`src/rtl/uart_pkg.sv`:
```
// Shared UART definitions: FSM state encoding, frame width and baud divisor helper.
// Used by both the transmit and receive paths.
package uart_pkg;

    typedef enum logic [1:0] {IDLE, START, DATA, STOP} uart_state_t;

    localparam int DATA_BITS = 8;

    function automatic int clks_per_bit(input int clk_hz, input int baud);
        return clk_hz / baud;
    endfunction

endpackage

```
`src/rtl/uart_baud_cnt.sv`:
```
// Modulo-CLKS_PER_BIT bit-period counter with synchronous clear.
// bit_end marks the last clock of each bit period.
module uart_baud_cnt #(
    parameter int CLKS_PER_BIT = 10,
    localparam int CNT_W = (CLKS_PER_BIT > 1) ? $clog2(CLKS_PER_BIT) : 1
) (
    input  logic             clk,
    input  logic             rst,
    input  logic             clr,
    output logic [CNT_W-1:0] cnt,
    output logic             bit_end
);

    assign bit_end = (cnt == CNT_W'(CLKS_PER_BIT - 1));

    always_ff @(posedge clk) begin
        if (rst || clr) begin
            cnt <= '0;
        end else if (bit_end) begin
            cnt <= '0;
        end else begin
            cnt <= cnt + CNT_W'(1);
        end
    end

endmodule

```
`src/rtl/uart_tx.sv`:
```
// 8N1 UART transmitter with a valid/ready byte input and a registered tx line.
// tx changes on the same edge as the state, so each level lasts exactly one bit period.
module uart_tx
    import uart_pkg::*;
#(
    parameter int CLK_HZ = 100_000_000,
    parameter int BAUD   = 9600
) (
    input  logic       clk,
    input  logic       rst,
    input  logic [7:0] tx_data,
    input  logic       tx_valid,
    output logic       tx_ready,
    output logic       tx,
    output logic       tx_busy,
    output logic       tx_done
);

    localparam int CLKS_PER_BIT = clks_per_bit(CLK_HZ, BAUD);
    localparam int CNT_W        = (CLKS_PER_BIT > 1) ? $clog2(CLKS_PER_BIT) : 1;
    localparam int IDX_W        = $clog2(DATA_BITS);

    generate
        if (CLKS_PER_BIT < 2) begin : g_cpb_check
            $error("uart_tx: CLK_HZ/BAUD must be at least 2");
        end
    endgenerate

    uart_state_t          state;
    logic [DATA_BITS-1:0] shift;
    logic [IDX_W-1:0]     bit_idx;
    logic [CNT_W-1:0]     baud_cnt;
    logic                 bit_end;
    logic                 stop_penult;

    assign tx_ready = (state == IDLE);
    assign tx_busy  = !tx_ready;

    // Holding the counter clear in IDLE makes every frame start from count 0;
    // later state entries coincide with the bit_end wrap.
    uart_baud_cnt #(
        .CLKS_PER_BIT(CLKS_PER_BIT)
    ) u_baud (
        .clk    (clk),
        .rst    (rst),
        .clr    (state == IDLE),
        .cnt    (baud_cnt),
        .bit_end(bit_end)
    );

    // tx_done is registered, so it is raised one cycle ahead of the final stop cycle.
    assign stop_penult = (state == STOP) && (baud_cnt == CNT_W'(CLKS_PER_BIT - 2));

    always_ff @(posedge clk) begin
        if (rst) begin
            state   <= IDLE;
            shift   <= '0;
            bit_idx <= '0;
            tx      <= 1'b1;
            tx_done <= 1'b0;
        end else begin
            tx_done <= 1'b0;
            case (state)
                IDLE: begin
                    tx <= 1'b1;
                    if (tx_valid) begin
                        shift   <= tx_data;
                        bit_idx <= '0;
                        tx      <= 1'b0;
                        state   <= START;
                    end
                end
                START: begin
                    if (bit_end) begin
                        tx    <= shift[0];
                        state <= DATA;
                    end
                end
                DATA: begin
                    if (bit_end) begin
                        if (bit_idx == IDX_W'(DATA_BITS - 1)) begin
                            tx    <= 1'b1;
                            state <= STOP;
                        end else begin
                            bit_idx <= bit_idx + IDX_W'(1);
                            shift   <= shift >> 1;
                            tx      <= shift[1];
                        end
                    end
                end
                STOP: begin
                    tx <= 1'b1;
                    if (stop_penult) begin
                        tx_done <= 1'b1;
                    end
                    if (bit_end) begin
                        state <= IDLE;
                    end
                end
                default: begin
                    tx    <= 1'b1;
                    state <= IDLE;
                end
            endcase
        end
    end

endmodule

```
`config.mk`:
```
export PLATFORM = sky130hd
export DESIGN_NAME = uart_tx
export DESIGN_NICKNAME = d
export VERILOG_FILES = /design/src/rtl/uart_pkg.sv /design/src/rtl/uart_baud_cnt.sv /design/src/rtl/uart_tx.sv
export SDC_FILE = /design/constraint.sdc
export NUM_CORES = 1
export LEC_CHECK = 0
export BUFFER_PORTS_ARGS = -buffer_cell sky130_fd_sc_hd__buf_2
export CORE_ASPECT_RATIO = 0.5
export CORE_MARGIN = 3
export CORE_UTILIZATION = 45
export DETAILED_ROUTE_END_ITERATION = 12
export MAX_ROUTING_LAYER = met4
export PLACE_DENSITY = 0.74
export SLEW_MARGIN = 20
export SYNTH_ARGS = -nofsm -noshare
export SYNTH_HDL_FRONTEND = slang
export SYNTH_SLANG_ARGS = --single-unit
```
`constraint.sdc`:
```
create_clock -name clk -period 4.5 [get_ports clk]
set_input_delay 0.675 -clock clk [delete_from_list [all_inputs] [get_ports clk]]
set_output_delay 0.675 -clock clk [all_outputs]
set_load 0.03 [all_outputs]
```
==> flow_summary.toml <==
[timing]
setup_ws_ns = 2.05
timing.fmax_ghz = 0.408
setup_viol = 0
finalHoldWorstSlack_ns = 0.474
period_minus_slack_ns = 2.45
final.setup_skew_ns = 0.00553
final.period_utilization_pct = 54.5
setup-tns-final_ns = 0
worst_pin_slew_ns = 0.716
slew_headroom_pct = 52.3
drv_slew = 0
rsz0062_at_grt = "false"
hold_violations = 0

[pwr]
pwr-share-seq_pct = 40.6
p_switching_uw = 284
leakagePower_nw = 0.629
clkPwrFrac_pct = 27.4
switching_share_pct = 35.3
irDropWorstVdd_v = 0.000226
powerDensity_nw_per_um2 = 479
p_comb_share_pct = 32.0
p_int_uw = 520

[placement]
post-place-ws_ns = 2.09
place_hpwl_um = 2010
place_inst = 204
gp_congestion = 0.725
place_area_sq_um = 1590
io_buffers = 14

[yosys]
synth_top_family_by_area = "simple AND/OR/NAND/NOR gates"
yosysTopAreaCellShare_pct = 38.3
syn-num-nets = 176
ys_warn_count = 0
synth-compound-area-share_pct = 15.7
synthArstFlopShare_pct = 0
synthXorXnorAreaFrac_pct = 6.94
syn_area_per_cell_sq_um = 9.71
yosys.cell_types.count = 44
synth.mux.area_fraction_pct = 6.03
synth_simple_gate_area_share_pct = 21.1
yosys.area_share.adder_pct = 7.43
ys_ff_latch = 29
synth-edff-count = 0
synthCells = 156
synthTopCellsByArea = "dfxtp_1, ha_1, mux2i_1, nor2_1, xnor2_1"
yosys.area.top_type = "dfxtp_1"
yosysSeqAreaShare_pct = 38.3
synthFlopType = "dfxtp_1"
syn_area_sq_um = 1520

[detailed_routing]
drcViolationCount = 0
drt_iter0_drc = 73
first_pass_iters = 4
drtAntennaViolNets = 0
drt-wirelength-per-cell_um = 13.7
vias = 1201
viasPerCell = 5.69
wl_um = 2900

[clock_network]
cts-resized-gates = 0
cts_tree = "yes"
h-tree-depth = 2
cts_sinks = 29
root_buffer = "clkbuf_8"
clk_pin_slew_ns = 0.07
cts-hold-fix-buffers = 0
cts_setup_buffers = 0
clk_latency_ns = 0.28
numCtsBuffers = 5
cts.path.max_buffers = 2

[global_route]
grt_pass1_vias = 1073
grt_max_degree = 18
grt_usage_pct = 16.2
overflow = 0
grt_pass1_wl_um = 4770
antenna_found_initial = 0

[critical_path]
endpoint_kind = "flip-flop"
worstSetupPathType = "reg -> reg"
r2r_cells = 6
setup.worst_path.start_class = "flip-flop"
path_max_fanout = 16
arrival_ns = 2.62
cp.required_ns = 4.67

[min_path]
hold_class = "reg -> reg"
holdPathStages = 1

[final_layout]
final_cell_count_no_fill = 211
layout_commonest_cell = "dfxtp_1"
syn_to_final_growth_pct = 10.8
drive_gt1_share_pct = 17.5
antenna_cells = 0
nNetsFinal = 191
layout_common_cells = "dfxtp_1, nor2_1, buf_2"
design_area_sq_um = 1680

[floorplan]
die_h_um = 47.0
core_area_sq_um = 3100
die_area_sq_um = 4140
num_rows = 14
initial_core_util_pct = 48.9
die_x_um = 88.1
pin_count = 15

[flow_run]
drv_cap = 0

[status]
status = "finished, final reports clean"
## cell usage after synthesis (2+ instances only)
cell and n:
xnor2_1 8, ha_1 9, dfxtp_1 29, nor3_1 6
nand3_1 5, a2111oi_0 2, xor2_1 4, clkbuf_1 2
nand4_1 4, or3_1 2, nand2_1 4, buf_6 2
a22o_1 2, a21oi_1 6, a21oi_2 2, nand3b_1 2
nor2_1 20, nor4_1 2, mux2i_1 8, inv_1 7
a311oi_1 7
## state kept, by name (all words and copies together) (netlist names)
register,cells
tx,1
bit_idx,3
u_baud.cnt,14
state,2
shift,8
tx_done,1
## power groups by stage
stage	clock network [mW]	logic, mW	registers (mW)
floorplan	0	0.215	0.331
global placement	0	0.249	0.329
detailed placement	0	0.256	0.331
CTS	0.223	0.256	0.325
global route	0.235	0.282	0.332
finish	0.221	0.257	0.326
## final timing paths
| kind | start | end | slack (ns) |
|---|---|---|---|
| worst max-delay path | state[0]$_SDFFE_PP0P_ | bit_idx[0]$_SDFFE_PP0P_ | 2.05 |
| worst min-delay path | shift[7]$_SDFFE_PP0P_ | shift[7]$_SDFFE_PP0P_ | 0.47 |
| worst max register to register | state[0]$_SDFFE_PP0P_ | bit_idx[0]$_SDFFE_PP0P_ | 2.05 |
| worst min register to register | shift[7]$_SDFFE_PP0P_ | shift[7]$_SDFFE_PP0P_ | 0.47 |
## final cells by class
| cell class | instances | area, sq um |
|---|---|---|
| Fill cell | 277 | 1420 |
| Multi-Input combinational cell | 114 | 866 |
| Sequential cell | 29 | 581 |
| Clock buffer | 7 | 86.3 |
| Timing Repair Buffer | 14 | 70.1 |
| Tap cell | 40 | 50.0 |
| Inverter | 7 | 26.3 |
## worst max-delay path, stage by stage (launching register included)
cell and delay (ns):
dfxtp_1 0.33, inv_1 0.12, ha_1 0.64, nor2_1 0.18
a211oi_4 0.56, a21oi_2 0.17, mux2_1 0.32
## logic make-up (layout without fill, tap and decap cells)
kind of cell	Yosys count	after routing
flip-flops	29	29
multiplexers	9	9
buffers and inverters	13	28
AND/OR/NAND/NOR	57	57
XOR/XNOR	12	12
adder cells (fa/ha/maj)	9	9
AO/OA/AOI/OAI	27	27
## stage by stage
step | util, % | power, mW
2_1_floorplan | - | 0.546
3_3_place_gp | 51.4 | 0.578
3_5_place_dp | 51.4 | 0.586
4_1_cts | 54.2 | 0.805
5_1_grt | 54.2 | 0.849
6_report | 54.2 | 0.804
## per-layer routing
| metal | vias to the layer above | wire, um | GRT usage (%) |
|---|---|---|---|
| met3 | 5 | 148 | 6.13 |
| li1 | 603 | - | - |
| met1 | 558 | 1420 | 19.0 |
| met2 | 35 | 1290 | 24.9 |
| met4 | 0 | 42 | 8.13 |
| met5 | - | 0 | - |
Power figures use the tool's default switching activity.
